[config.mk]
export PLATFORM = sky130hd
export DESIGN_NAME = axis_lpc_decoder
export DESIGN_NICKNAME = d
export VERILOG_FILES = /design/src/rtl/axis_lpc_decoder.sv
export SDC_FILE = /design/constraint.sdc
export NUM_CORES = 1
export LEC_CHECK = 0
export BUFFER_PORTS_ARGS = -buffer_cell sky130_fd_sc_hd__buf_2
export CAP_MARGIN = 30
export CORE_MARGIN = 1
export CORE_UTILIZATION = 49
export DETAILED_ROUTE_END_ITERATION = 6
export MAX_ROUTING_LAYER = met4
export PLACE_DENSITY = 0.64
export SLEW_MARGIN = 20
export SYNTH_ARGS = -nofsm -noshare
export SYNTH_HDL_FRONTEND = slang
export SYNTH_SLANG_ARGS = --single-unit
[constraint.sdc]
create_clock -name ACLK -period 9.8 [get_ports ACLK]
set_input_delay 0.49 -clock ACLK [delete_from_list [all_inputs] [get_ports ACLK]]
set_output_delay 0.49 -clock ACLK [all_outputs]
set_load 0.03 [all_outputs]
[src/rtl/axis_lpc_decoder.sv]
// Order-4 LPC synthesis decoder: one 81-bit coded AXI-Stream frame in, eight PCM samples out.
// A single serial MAC evaluates the predictor, one coefficient per cycle.
module axis_lpc_decoder #(
    parameter int DATA_W    = 16,
    parameter int COEF_W    = 12,
    parameter int RES_SHIFT = 8,
    parameter int COEF_FRAC = 10
) (
    input  logic                     ACLK,
    input  logic                     ARESET,
    input  logic                     S_TVALID,
    output logic                     S_TREADY,
    input  logic [4*COEF_W+8*4:0]    S_TDATA,
    input  logic                     S_TLAST,
    output logic                     M_TVALID,
    input  logic                     M_TREADY,
    output logic signed [DATA_W-1:0] M_TDATA,
    output logic                     M_TLAST
);
    localparam int RES_W   = 4;
    localparam int NSAMP   = 8;
    localparam int ORDER   = 4;
    localparam int FRAME_W = ORDER*COEF_W + NSAMP*RES_W + 1;
    localparam int PROD_W  = COEF_W + DATA_W;
    localparam int ACC_W   = 32;

    localparam logic signed [ACC_W-1:0] Y_MAX = ACC_W'((1 << (DATA_W-1)) - 1);
    localparam logic signed [ACC_W-1:0] Y_MIN = -Y_MAX - 1;

    typedef enum logic [1:0] {IDLE, MAC, RESULT, OUT} state_t;

    function automatic logic signed [DATA_W-1:0] sat_pcm(input logic signed [ACC_W-1:0] v);
        if (v > Y_MAX) return Y_MAX[DATA_W-1:0];
        if (v < Y_MIN) return Y_MIN[DATA_W-1:0];
        return v[DATA_W-1:0];
    endfunction

    function automatic logic signed [ACC_W-1:0] synth_sum(input logic signed [ACC_W-1:0] acc,
                                                          input logic signed [RES_W-1:0] e);
        logic signed [ACC_W-1:0] pred;
        logic signed [ACC_W-1:0] res;
        pred = acc >>> COEF_FRAC;
        res  = $signed({{(ACC_W-RES_W){e[RES_W-1]}}, e});
        res  = res <<< RES_SHIFT;
        return pred + res;
    endfunction

    state_t                     state_q, state_d;
    logic                       s_tready_q, s_tready_d;
    logic                       m_tvalid_q, m_tvalid_d;
    logic signed [DATA_W-1:0]   m_tdata_q, m_tdata_d;
    logic                       m_tlast_q, m_tlast_d;
    logic                       tlast_q, tlast_d;
    logic [2:0]                 idx_q, idx_d;
    logic [1:0]                 k_q, k_d;
    logic signed [ACC_W-1:0]    acc_q, acc_d;
    logic signed [DATA_W-1:0]   hist_q [ORDER];
    logic signed [DATA_W-1:0]   hist_d [ORDER];
    // RST_HIST is consumed at accept time, so only the coefficient and residual fields are kept.
    logic [FRAME_W-1:1]         frame_q, frame_d;

    logic signed [COEF_W-1:0]   coef_arr [ORDER];
    logic signed [RES_W-1:0]    res_arr [NSAMP];
    logic signed [PROD_W-1:0]   prod;

    always_comb begin
        for (int k = 0; k < ORDER; k++) begin
            coef_arr[k] = $signed(frame_q[FRAME_W-1-COEF_W*k -: COEF_W]);
        end
        for (int n = 0; n < NSAMP; n++) begin
            res_arr[n] = $signed(frame_q[NSAMP*RES_W-RES_W*n -: RES_W]);
        end
    end

    assign prod = coef_arr[k_q] * hist_q[k_q];

    always_ff @(posedge ACLK) begin
        if (ARESET) begin
            state_q    <= IDLE;
            s_tready_q <= 1'b0;
            m_tvalid_q <= 1'b0;
            m_tdata_q  <= '0;
            m_tlast_q  <= 1'b0;
            tlast_q    <= 1'b0;
            idx_q      <= '0;
            k_q        <= '0;
            acc_q      <= '0;
            for (int k = 0; k < ORDER; k++) hist_q[k] <= '0;
        end else begin
            state_q    <= state_d;
            s_tready_q <= s_tready_d;
            m_tvalid_q <= m_tvalid_d;
            m_tdata_q  <= m_tdata_d;
            m_tlast_q  <= m_tlast_d;
            tlast_q    <= tlast_d;
            idx_q      <= idx_d;
            k_q        <= k_d;
            acc_q      <= acc_d;
            hist_q     <= hist_d;
        end
    end

    always_ff @(posedge ACLK) begin
        frame_q <= frame_d;
    end

    always_comb begin
        state_d    = state_q;
        s_tready_d = s_tready_q;
        m_tvalid_d = m_tvalid_q;
        m_tdata_d  = m_tdata_q;
        m_tlast_d  = m_tlast_q;
        tlast_d    = tlast_q;
        idx_d      = idx_q;
        k_d        = k_q;
        acc_d      = acc_q;
        hist_d     = hist_q;
        frame_d    = frame_q;

        case (state_q)
            IDLE: begin
                // Ready is raised one cycle after reset release or frame completion.
                if (!s_tready_q) begin
                    s_tready_d = 1'b1;
                end else if (S_TVALID) begin
                    s_tready_d = 1'b0;
                    frame_d    = S_TDATA[FRAME_W-1:1];
                    tlast_d    = S_TLAST;
                    idx_d      = '0;
                    k_d        = '0;
                    acc_d      = '0;
                    if (S_TDATA[0]) begin
                        for (int k = 0; k < ORDER; k++) hist_d[k] = '0;
                    end
                    state_d    = MAC;
                end
            end
            MAC: begin
                acc_d = acc_q + $signed({{(ACC_W-PROD_W){prod[PROD_W-1]}}, prod});
                k_d   = k_q + 2'd1;
                if (k_q == 2'd3) state_d = RESULT;
            end
            RESULT: begin
                m_tdata_d  = sat_pcm(synth_sum(acc_q, res_arr[idx_q]));
                m_tvalid_d = 1'b1;
                m_tlast_d  = (idx_q == 3'd7) && tlast_q;
                state_d    = OUT;
            end
            OUT: begin
                if (M_TREADY) begin
                    m_tvalid_d = 1'b0;
                    m_tlast_d  = 1'b0;
                    hist_d[3]  = hist_q[2];
                    hist_d[2]  = hist_q[1];
                    hist_d[1]  = hist_q[0];
                    hist_d[0]  = m_tdata_q;
                    if (idx_q == 3'd7) begin
                        if (tlast_q) begin
                            for (int k = 0; k < ORDER; k++) hist_d[k] = '0;
                        end
                        s_tready_d = 1'b1;
                        state_d    = IDLE;
                    end else begin
                        idx_d   = idx_q + 3'd1;
                        k_d     = '0;
                        acc_d   = '0;
                        state_d = MAC;
                    end
                end
            end
            default: state_d = IDLE;
        endcase
    end

    assign S_TREADY = s_tready_q;
    assign M_TVALID = m_tvalid_q;
    assign M_TDATA  = m_tdata_q;
    assign M_TLAST  = m_tlast_q;

endmodule

Yosys cells after proc, flatten, opt, wreduce, memory -nomap -nowiden
Index checks and enable logic that the tools add are counted.

$add $sub $neg: 4. Multipliers: 1. Magnitude comparators: 4. Equal/unequal tests: 12. Muxes and demuxes: 54. Bitwise gates (word level): 2. Reduce and logical (&&, ||, !) cells: 12.

Operator list (number): 2-to-1 mux 64 bit (6); 2-to-1 mux 32 bit (4); one-hot mux 64 bit (2 select lines) (1); 2-to-1 mux 16 bit (6); one-hot mux 32 bit (3 select lines) (1); adder 32 x 28 -> 32 bit (1); binary-select mux 16 bit (select 2 bit) (1); multiplier 12 x 16 -> 28 bit (1); binary-select mux 12 bit (select 2 bit) (1); 2-to-1 mux 12 bit (2); adder 22 x 12 -> 23 bit (1); greater-than comparator 23 x 16 -> 1 bit, second input constant (1); less-than comparator 23 x 16 -> 1 bit, second input constant (1); 2-to-1 mux 2 bit (8); AND reduction 5 bit (3); inequality test 2 bit, second input constant (7); binary-select mux 4 bit (select 3 bit) (1); 2-to-1 mux 3 bit (4); 2-to-1 mux 1 bit (11); 2-to-1 mux 4 bit (2); one-hot mux 2 bit (4 select lines) (1); == test 2 bit, second input constant (3); one-hot mux 1 bit (2 select lines) (3); one-hot mux 2 bit (3 select lines) (1); 16 further kinds (18).

Bits in registers: 203.

Logic depth before layout (Yosys ltp)
Gate-level depths: netlist of the first run.

Word-level depth: 12. Mapped depth: 26. Gate-level depth less buffers: 24.

Least setup slack after synthesis of the first run
OpenSTA, ideal clock, no wires.

Kind: reg2reg. From: register k_q[1]. To: register acc_q[31]. Library setup time: 76 ps. Data arrival time: 6777 ps. Required time: 9724 ps. Path slack: 2948 ps. Stages on the path, launching flop included: 23. Clock period less this slack: 6852 ps. Cell sequence: dfxtp_1 -> buf_1 -> clkbuf_1 -> mux4_2 -> clkbuf_1 -> nand2_1 -> fa_1 -> fa_1 -> inv_1 -> fa_1 -> fa_1 -> fa_1 -> fa_1 -> ha_1 -> clkbuf_1 -> nand4_1 -> nor4b_2 -> o41ai_4 -> o311ai_1 -> o211ai_1 -> xnor2_1 -> or3_1 -> a31oi_1.

Word-level cells in the longest chain between the ends: 7.

RTL lines: from (decl) (RTL line 55) `logic [1:0] k_q, k_d;`; from (signal assigned) (RTL line 97) `k_q <= k_d;`; inverter 2 -> 3 bit (not written as such) (*) (RTL line 75) `assign prod = coef_arr[k_q] * hist_q[k_q];`; binary-select mux 12 bit (select 2 bit) / binary-select mux 16 bit (select 2 bit) (equally long branches) (RTL line 75); 2-to-1 mux 12 bit (not written as such) / 2-to-1 mux 16 bit (equally long branches) (2 in series) (RTL line 75); multiplier 12 x 16 -> 28 bit (*) (RTL line 75); adder 32 x 28 -> 32 bit (*) (RTL line 139) `acc_d = acc_q + $signed({{(ACC_W-PROD_W){prod[PROD_W-1]}}, prod});`; one-hot mux 32 bit (3 select lines) (*) (RTL line 120) `case (state_q)`; to (signal assigned) (RTL line 87) `acc_q <= '0;`; to (signal assigned) (RTL line 98) `acc_q <= acc_d;`; to (decl) (RTL line 56) `logic signed [ACC_W-1:0] acc_q, acc_d;`.

Every way passes the cells marked *; elsewhere a longest branch is shown, timed or not. The select of a mux whose other input is x is not followed. A chain may end at the register's enable or synchronous reset.

Worst setup path in the final report of the first run
From: register k_q[0]. To: register acc_q[29].

The elaborated chain is that of the path after synthesis.

==> results of run 1 <==
-- final timing paths --
kind | start | end | slack (ns) | cells after the start
hold reg to reg | hist_q[2]$_SDFFE_PP0P_ | hist_q[2]$_SDFFE_PP0P_ | 0.45 | 2
hold / removal | S_TDATA[40] | frame_q[40]$_DFFE_PP_ | 0.15 | 1
setup reg to reg | k_q[0]$_SDFFE_PP0P_ | acc_q[29]$_SDFFE_PP0P_ | 2.18 | 22
setup / recovery | k_q[0]$_SDFFE_PP0P_ | acc_q[29]$_SDFFE_PP0P_ | 2.18 | 22
-- power by group --
group | total, mW | leakage (nW) | switching [mW] | internal, mW
Clock | 0.778 | 0.322 | 0.334 | 0.444
Combinational | 1.10 | 5.91 | 0.711 | 0.393
Sequential | 1.06 | 1.73 | 0.0770 | 0.987
-- critical path, delay by kind of cell (launching register included) --
kind / cells / cell delay [ns]
simple gates: 2 / 0.68
fa+ha+maj: 7 / 3.18
buf+inv: 5 / 0.59
xor+xnor: 1 / 0.17
mux: 1 / 0.70
compound gates: 6 / 1.42
flops: 1 / 0.77
-- layout by cell type, fill, tap and decap left out, drive strengths merged, types with 3 or more instances in the layout --
cell type / instances
o21a: 8
ha: 104
xnor2: 26
nand3: 79
nor3: 6
nand2b: 4
mux4: 35
nor2b: 4
xor2: 14
a22oi: 13
a211oi: 19
a31oi: 6
o21ai: 26
o21bai: 9
mux2i: 6
nor4b: 3
nor2: 71
or3: 3
clkinvlp: 4
clkbuf: 33
nand4: 6
dfxtp: 123
and2: 75
nand2: 224
mux2: 5
o211ai: 3
buf: 114
inv: 212
a21oi: 116
a21o: 16
and3: 3
a32oi: 3
fa: 224
edfxtp: 80
-- logic make-up after synthesis --
| logic type | Yosys count | share of synthesized area (%) |
|---|---|---|
| AND/OR/NAND/NOR | 483 | 13.1 |
| adder cells (fa/ha/maj) | 328 | 34.4 |
| AO/OA/AOI/OAI | 241 | 9.43 |
| XOR/XNOR | 40 | 2.08 |
| flip-flops | 203 | 28.9 |
| multiplexers | 46 | 5.38 |
| buffers and inverters | 297 | 6.74 |
-- routing by layer --
layer	vias up	GRT usage, %	routed length [um]
met2	298	35.0	17300
met5	-	-	0
met4	0	4.95	605
met1	5817	32.5	17700
li1	5515	-	-
met3	47	2.83	1930
-- registers in the layout, indices dropped and copies added (netlist names) --
name,cells
hist_q,64
S_TREADY,1
M_TLAST,1
tlast_q,1
state_q,2
M_TDATA,16
k_q,2
acc_q,32
frame_q,80
M_TVALID,1
idx_q,3
-- cells in the mapped netlist (23+ instances only) --
master and number:
fa_1 224, nand2_1 224, inv_1 209, dfxtp_1 123, a21oi_1 116, ha_1 104, edfxtp_1 80, nand3_1 79
clkbuf_1 78, and2_1 74, nor2_1 71, mux4_2 35, xnor2_1 26, o21ai_0 23
-- final cells by class --
cell class | count | share of cell area, %
well taps | 448 | 3.05
diodes | 1 | 0.0136
clock inverters | 7 | 0.320
flip-flops and latches | 203 | 26.5
multi-input cells | 1138 | 59.0
repair buffers | 114 | 3.45
inverters | 210 | 4.29
clock buffers | 33 | 3.39
==> impl_results.md, run 1 <==
* DR DRC count at 0
* Fmax at 0.131 GHz
* Placed instance count at 2,113
* Final nets at 2,103
* Cell row count at 67
* H-tree depth at 1
* Static leakage at 7.96 nW
* Unrepaired setup endpoints after global routing: no
* Multi-input gate area at 10,900 um^2
* Top-area cell type share of the netlist area at 26.6%
* Chip width at 187 um
* Routed len/inst at 17.4 um
* Status: finished clean
* Post-Route Utilization at 54.6%
* Total power at 2.95 mW
* Final std cells w/o fill at 2,154
* Starting Density at 49.9%
* CTS root buf: clkbuf_16
* Final Cell Area at 18,400 um^2
* Area post-placement at 17,700 um^2
* Worst Max-Slew Pin Slew at 0.854 ns
* Crit start category: flop
* Tcrit/Tclk final at 77.7%
* Crit path arrival time at 8.04 ns
* Worst setup margin at 2.18 ns
* Register area at 4870 um^2
* Critical Path Sink Type: flop
* Leading area contributor after synthesis: fa_1
* Share of layout cells above drive strength 1 at 12.4%
* Synth Instances at 1,638
* CP max-delay cell: dfxtp_2
* Critical Path, Cell by Cell: buf_4, mux4_2, and2_1, fa_1, inv_1, fa_1, inv_1, fa_1, inv_1, fa_1, fa_1, inv_1, ha_1, ha_1, o21ai_0, o21a_1, nor4b_2, o41ai_4, o311ai_0, a31oi_1, xor2_1, o21ai_0
* CP peak stage delay at 0.77 ns
* # fillers at 2,980
* EDFF count, synth at 80
* PwrDens at 160 nW/um^2
* Clock Path Buffers at 3
* Sink Count at 203
* Synth unique cells at 62
* Hold_buf cts at 0
* Tot GR Track Use at 22.8%
* Initial DRC count at 683
* Max Cap Viol at 0
* Main synth FF type: dfxtp_1
* Critical path peak fanout at 21
* Area contributors post-synth: fa_1, dfxtp_1, edfxtp_1, ha_1, nand2_1
* Min Hold Slack at 0.151 ns
* Hold Crit Class: input pin to flop
* FFs w/ async S/R, synth at 0%
* Min Tclk post-route at 7.62 ns
* Vias per std cell at 5.42
* Clk_lat worst skew at 0.51 ns
* Critical path class: flop to flop
* CTS clk-pin slew, worst paths at 0.07 ns
* DRT antenna net count at 0
* Flops & latches, synth at 203
* Syn avg cell area at 10.3 um^2
* DP Wirelength at 30.2 mm
* Setup violations, final at 0
* Postcts setup bufs at 0
* TritonCTS clock tree: yes
* Area Overhead vs Synth at 9.29%
* Total negative slack at 0 ns
* Syn Nets at 2,052
* Total wire length at 37.5 mm
* Final Hold Fails at 0
* Mapped cell area at 16,800 um^2
* Vias at 11,700
* Die Ht at 187 um
* Worst VDD drop at 0.197 mV
* Rel. slew slack at 42.9%
* Total grt overflow at 0
* Worst Clk Skew at 0.0194 ns
* Ys Warns at 0
* Most frequent CP cell: fa_1
* Worst endpoint required time at 10.22 ns
* IO Port Bufs at 104
* Initial antenna violation count at 1
* GPL Wtd Cong at 0.909
* Drt first pass iters at 6
* Worst slack, placed at 2.18 ns
* Num CTS Buffers at 22
* Sequential-to-total area share from yosys stat at 28.9%
* Largest net degree at the start of global routing at 80
* Fin. max-slew vios at 0
* First-pass GRT wire length at 62.5 mm
* Post-CTS Resized at 0
* Core ar. at 33,700 um^2
* Die area at 35,100 um^2
* Vias in the first global route at 11,900
* Ports at 105
Power figures use the tool's default switching activity.
==> run 2, diff against run 1 <==
- PLACE_DENSITY: 0.64 -> 0.66
- clock period: 9.8 -> 6.75 ns (I/O delays scaled with it)
==> run 2 against run 1 <==
- the flow now finishes with violations (setup timing)
- die area did not move
- critical path depth shrank 1
- sequential power is 44% higher
- power rose by 60%
- design area up 9.6%
- fmax is 13% higher
- combinational power grew 70%
- final cell count is 6.8% higher
- non-clock buffer count increased by 143
- critical path type unchanged
==> impl_results.md, run 2 (same netlist as run 1, synthesis figures left out) <==
* Critical path peak fanout at 9 (-57%)
* Reg power frac at 32.5% (-3.6 points)
* Fmax at 0.148 GHz (+13%)
* IO Port Bufs at 104 (unchanged)
* Reg2reg path depth at 21 (-4.5%)
* Core ar. at 33,700 um^2 (unchanged)
* Clock Path Buffers at 3 (unchanged)
* Clk_lat worst skew at 0.53 ns (+0.02 ns)
* R2R Path End: acc_q[31]$_SDFFE_PP0P_
* Drt first pass iters at 5 (-1)
* Largest net degree at the start of global routing at 68 (-15%)
* Worst slack, placed at -0.133 ns (-2.32 ns)
* Post-Route Utilization at 59.8% (+5.3 points)
* Hold path startpoint: S_TLAST
* GPL Wtd Cong at 0.897 (-1.3%)
* Final Cell Area at 20,200 um^2 (+9.6%)
* CTS clk-pin slew, worst paths at 0.08 ns (about the same)
* Worst VDD drop at 0.272 mV (+38%)
* Worst Hold Path EP: tlast_q$_SDFFE_PP0P_
* Int Pwr at 2.92 mW (+60%)
* Sink Count at 203 (unchanged)
* Area Overhead vs Synth at 19.8%
* Min Tclk post-route at 6.76 ns (-0.856 ns)
* Switch share at 38.0% (-0.079 points)
* Num CTS Buffers at 24 (+9.1%)
* Starting Density at 49.9% (unchanged)
* Final nets at 2,248 (+6.9%)
* Vias at 12,600 (+8.2%)
* Rel. slew slack at 36.4% (-6.4 points)
* TritonCTS clock tree: yes
* Setup violations, final at 1 (+1)
* Area post-placement at 18,100 um^2 (+2.2%)
* Largest Register: frame_q
* Fin. max-slew vios at 0 (unchanged)
* Worst endpoint required time at 7.20 ns (-3.02 ns)
* DRT antenna net count at 0 (unchanged)
* First-pass GRT wire length at 68.1 mm (+8.9%)
* Worst setup margin at -0.0115 ns (-2.19 ns)
* Min Hold Slack at 0.113 ns (-0.0381 ns)
* Reg2reg setup slack at -0.01 ns (-2.19 ns)
* Initial DRC count at 951 (+39%)
* Die Ht at 187 um (unchanged)
* Critical path class: flop to flop
* Reg2Reg Launch Point: k_q[0]$_SDFFE_PP0P_
* Share of layout cells above drive strength 1 at 16.7% (+4.3 points)
* H-tree depth at 1 (unchanged)
* Largest regs: frame_q x80, hist_q x64, acc_q x32
* Static leakage at 8.76 nW (+10%)
* Worst Clk Skew at 0.0292 ns (+0.00975 ns)
* Die area at 35,100 um^2 (unchanged)
* Chip width at 187 um (unchanged)
* Tcrit/Tclk final at 100% (+22 points)
* CTS root buf: clkbuf_16
* Worst Hold Depth at 3 (+2)
* Cell row count at 67 (unchanged)
* Vias in the first global route at 13,300 (+11%)
* Clock power share at 27.8% (+1.4 points)
* Worst Max-Slew Pin Slew at 0.953 ns (+0.0992 ns)
* PwrDens at 233 nW/um^2 (+46%)
* Routed len/inst at 18.5 um (+6.3%)
* DP Wirelength at 31.2 mm (+3.1%)
* Proportion of power drawn by combinational gates at 39.7% (+2.2 points)
* Unrepaired setup endpoints after global routing: yes
* Placed instance count at 2,160 (+2.2%)
* Total wire length at 42.5 mm (+14%)
* Max Cap Viol at 0 (unchanged)
* Initial antenna violation count at 1 (unchanged)
* Total grt overflow at 0 (unchanged)
* Tot GR Track Use at 25.2% (+2.3 points)
* Max reg flops at 80 (unchanged)
* Hold Crit Class: input pin to flop
* Critical Path Sink Type: flop
* DR DRC count at 0 (unchanged)
* Crit path arrival time at 7.22 ns (-0.82 ns)
* Ports at 105 (unchanged)
* Most frequent cells in the layout: nand2_1, fa_1, inv_1
* Total net switching power at 1.79 mW (+59%)
* Final std cells w/o fill at 2,301 (+6.8%)
* Status: finished, violations left
* Failing checks: setup timing
* # fillers at 2,812 (-5.6%)
* Crit start category: flop
* Final Hold Fails at 0 (unchanged)
* Vias per std cell at 5.49 (+1.3%)
-- run 2: cell types whose count changed in the layout (fill, tap and decap cells not counted), sizes merged --
| cell | delta |
|---|---|
| buf | +61 |
| clkbuf | -3 |
| inv | +1 |
| dlygate4sd3 | +80 |
| clkinvlp | -4 |
| clkinv | +9 |
| bufinv | +3 |
-- run 2: power groups by stage --
| stage | combinational [mW] | sequential (mW) | clock, mW |
|---|---|---|---|
| after floorplan | 1.13 | 1.57 | 0 |
| after detailed placement | 1.69 | 1.55 | 0 |
| after CTS | 1.77 | 1.52 | 1.32 |
| after global routing | 2.04 | 1.54 | 1.38 |
| after global placement | 1.66 | 1.55 | 0 |
| final | 1.87 | 1.53 | 1.31 |
-- run 2: worst max-delay path by stage --
stage                              startpoint                     end  slack (ns)  cells past startpoint
after floorplan           k_q[0]$_SDFFE_PP0P_  acc_q[31]$_SDFFE_PP0P_       0.001                     22
after global placement    k_q[0]$_SDFFE_PP0P_  acc_q[28]$_SDFFE_PP0P_       -0.02                     22
after detailed placement  k_q[0]$_SDFFE_PP0P_  acc_q[31]$_SDFFE_PP0P_       -0.13                     21
after CTS                 k_q[0]$_SDFFE_PP0P_  acc_q[26]$_SDFFE_PP0P_       0.005                     25
after global routing      k_q[0]$_SDFFE_PP0P_  acc_q[31]$_SDFFE_PP0P_       -0.23                     21
final                     k_q[0]$_SDFFE_PP0P_  acc_q[31]$_SDFFE_PP0P_       -0.01                     21
-- run 2: routing by layer --
layer / track usage, % / vias up / wire (um)
li1: - / 5807 / -
met1: 32.1 / 6338 / 17700
met2: 41.8 / 412 / 21000
met3: 4.18 / 80 / 2800
met4: 6.34 / 0 / 1030
met5: - / - / 0
-- run 2: layout make-up --
cell class                 instances  area, um^2  area share [%]
tap                              448         561            2.78
clock inverter                    16         173           0.856
timing repair buffer             257        2030            10.1
clock buffer                      28         616            3.05
sequential                       203        4870            24.1
multi-input combinational       1138       11100            55.1
antenna                            1        2.50          0.0124
inverter                         210         788            3.91
-- run 2: worst max-delay path, stage by stage (launching register included) --
cell,delay (ns)
dfxtp_4,0.39
buf_8,0.16
mux4_2,0.58
buf_4,0.21
nand2_1,0.13
fa_1,0.47
fa_1,0.53
inv_1,0.06
fa_1,0.58
fa_1,0.44
fa_1,0.52
fa_1,0.46
ha_4,0.30
nand4_1,0.13
nor4b_4,0.43
o41ai_4,0.14
buf_4,0.16
o311ai_4,0.21
o211ai_1,0.15
xnor2_1,0.17
or3_1,0.32
a31oi_1,0.13
-- run 2: metrics by stage --
stage          TNS [ns]  power, mW
5_1_grt           -1.05       4.96
4_1_cts               0       4.62
2_1_floorplan         0       2.70
3_3_place_gp    -0.0244       3.21
3_5_place_dp     -0.332       3.24
6_report        -0.0115       4.71
-- run 2: repair_timing --
action,4_1_cts,5_1_grt
hold endpoints to repair,80,0
pin swaps,8,19
endpoints found under the setup margin,5,11
resized for setup,12,48
gates cloned,0,2
buffers inserted,2,11
hold buffers,80,0
==> run 3, diff against run 2 <==
- TNS_END_PERCENT: not set -> 30
==> run 3 against run 2 <==
- the flow still finishes with violations (setup timing)
- register-to-register slack worse by 0.02 ns
- design area down 0.30%
- critical path depth up 1
- global-route usage unchanged
- hold slack worse by 0.0011 ns
- fmax down 0.35%
- first-iteration DRC count down 5.7%
- clock skew down 0.0026 ns
- non-clock buffer count down 2
- via count down 0.17%
- largest power group unchanged
==> impl_results.md, run 3 (same netlist as run 1, synthesis figures left out) <==
* Critical path depth at 22 (+4.8%)
* Setup violations, final at 2 (+1)
* DRT antenna net count at 0 (unchanged)
* Total power at 4.69 mW (-0.41%)
* Sink Count at 203 (unchanged)
* IO Port Bufs at 104 (unchanged)
* Hold Crit Class: input pin to flop
* Starting Density at 49.9% (unchanged)
* Crit path arrival time at 7.20 ns (-0.02 ns)
* Rel. slew slack at 38.2% (+1.8 points)
* Clock Path Buffers at 3 (unchanged)
* TritonCTS clock tree: yes
* Fin. max-slew vios at 0 (unchanged)
* Multi-input gate area at 11,100 um^2 (-0.37%)
* Commonest non-fill, non-tap cell in the layout: nand2_1
* Final Cell Area at 20,100 um^2 (-0.30%)
* Ports at 105 (unchanged)
* Initial antenna violation count at 1 (unchanged)
* Worst path top cell family by delay: adder cells
* DP Wirelength at 31.2 mm (unchanged)
* Max reg flops at 80 (unchanged)
* Num CTS Buffers at 24 (unchanged)
* Status: finished, violations left
* Routed len/inst at 18.4 um (-0.28%)
* Failing checks: setup timing
* Share of layout cells above drive strength 1 at 16.4% (-0.36 points)
* Largest Register: frame_q
* Final nets at 2,246 (-0.089%)
* Worst VDD drop at 0.271 mV (-0.17%)
* Vias per std cell at 5.49 (about the same)
* Vias at 12,600 (-0.17%)
* Critical Path Sink Type: flop
* Total grt overflow at 0 (unchanged)
* CP max-delay cell: mux4_2
* Worst endpoint required time at 7.17 ns (-0.03 ns)
* Worst Max-Slew Pin Slew at 0.926 ns (-0.0269 ns)
* Cell row count at 67 (unchanged)
* Core ar. at 33,700 um^2 (unchanged)
* Tot GR Track Use at 25.2% (unchanged)
* Static leakage at 8.74 nW (-0.16%)
* First-pass GRT wire length at 68.1 mm (unchanged)
* PwrDens at 233 nW/um^2 (-0.12%)
* Most frequent cells in the layout: nand2_1, fa_1, inv_1
* Tcrit/Tclk final at 101% (+0.35 points)
* Chip width at 187 um (unchanged)
* Area Overhead vs Synth at 19.5%
* Crit start category: flop
* Vias in the first global route at 13,300 (unchanged)
* Fmax at 0.147 GHz (-0.35%)
* Most frequent CP cell: fa_1
* Critical path class: flop to flop
* CTS root buf: clkbuf_16
* Final Hold Fails at 0 (unchanged)
* CTS clk-pin slew, worst paths at 0.07 ns (about the same)
* Critical Path, Cell by Cell: buf_8, mux4_2, buf_4, nand2_1, fa_1, fa_1, inv_1, fa_1, fa_1, fa_1, fa_1, ha_4, buf_4, a21oi_2, nor4b_4, a211oi_2, buf_4, o211ai_1, a21oi_2, o31ai_2, nand3_1, a32o_1
* Die Ht at 187 um (unchanged)
* Max Cap Viol at 0 (unchanged)
* Largest regs: frame_q x80, hist_q x64, acc_q x32
* Drt first pass iters at 6 (+1)
* Clk_lat worst skew at 0.53 ns (about the same)
* Die area at 35,100 um^2 (unchanged)
* Worst Hold Depth at 3 (unchanged)
* Worst setup margin at -0.0349 ns (-0.0234 ns)
* Reg2reg path depth at 22 (+4.8%)
* # fillers at 2,815 (+0.11%)
* Critical path peak fanout at 9 (unchanged)
* Register area at 4870 um^2 (unchanged)
* H-tree depth at 1 (unchanged)
* CP Buf/Inv Count at 5 (+1)
* Worst Clk Skew at 0.0266 ns (-0.00263 ns)
* Unrepaired setup endpoints after global routing: yes
* Total negative slack at -0.0542 ns (-0.0426 ns)
* Largest net degree at the start of global routing at 68 (unchanged)
* Post-Route Utilization at 59.6% (-0.18 points)
* CP peak stage delay at 0.58 ns (about the same)
* Initial DRC count at 897 (-5.7%)
* Total wire length at 42.4 mm (-0.37%)
* Min Tclk post-route at 6.78 ns (+0.0234 ns)
* Area post-placement at 18,100 um^2 (unchanged)
* Worst slack, placed at -0.133 ns (unchanged)
* GPL Wtd Cong at 0.897 (unchanged)
* DR DRC count at 0 (unchanged)
-- run 3: changes by cell type in the layout (fill, tap and decap cells not counted), sizes merged --
cell,previous run,this run
buf,175,173
-- run 3: final cells by class --
class,instances,share of cell area (%)
multi-input cells,1138,55.1
flip-flops and latches,203,24.2
repair buffers,255,10.0
inverters,210,3.92
clock buffers,28,3.06
well taps,448,2.79
clock inverters,16,0.859
diodes,1,0.0124
-- run 3: metrics by stage --
| step | cells | hold slack [ns] |
|---|---|---|
| floorplan | 1638 | 0.429 |
| global placement | 2158 | 0.435 |
| detailed placement | 2160 | 0.444 |
| CTS | 2286 | 0.0616 |
| global route | 2299 | 0.117 |
| finish | 2299 | 0.112 |
-- run 3: worst paths after layout --
path | start | to | slack, ns
worst max-delay path | k_q[0]$_SDFFE_PP0P_ | acc_q[28]$_SDFFE_PP0P_ | -0.03
worst min-delay path | S_TLAST | tlast_q$_SDFFE_PP0P_ | 0.11
worst max register to register | k_q[0]$_SDFFE_PP0P_ | acc_q[28]$_SDFFE_PP0P_ | -0.03
worst min register to register | hist_q[13]$_SDFFE_PP0P_ | hist_q[13]$_SDFFE_PP0P_ | 0.45
-- run 3: timing repair --
action                                  in CTS  in global routing
gates resized for setup                     12                 39
pin swaps                                    8                 22
hold buffers                                80                  0
endpoints found under the hold margin       80                  0
gates cloned                                 0                  2
endpoints found under the setup margin       5                 11
setup buffers                                2                  9
-- run 3: where the power goes --
| group | internal, mW | switching, mW | leakage, nW |
|---|---|---|---|
| clock | 0.773 | 0.532 | 0.382 |
| combinational | 0.706 | 1.15 | 6.63 |
| sequential | 1.43 | 0.0937 | 1.73 |
| total | 2.91 | 1.77 | 8.74 |
-- run 3: worst min-delay path, stage by stage --
cell and delay (ns):
buf_2 0.09, mux2i_1 0.08, nor2_1 0.08
-- run 3: layer usage --
| layer | track usage (%) | wire, um |
|---|---|---|
| met1 | 32.1 | 17700 |
| met2 | 41.8 | 20900 |
| met3 | 4.18 | 2810 |
| met4 | 6.34 | 998 |
| met5 | - | 0 |
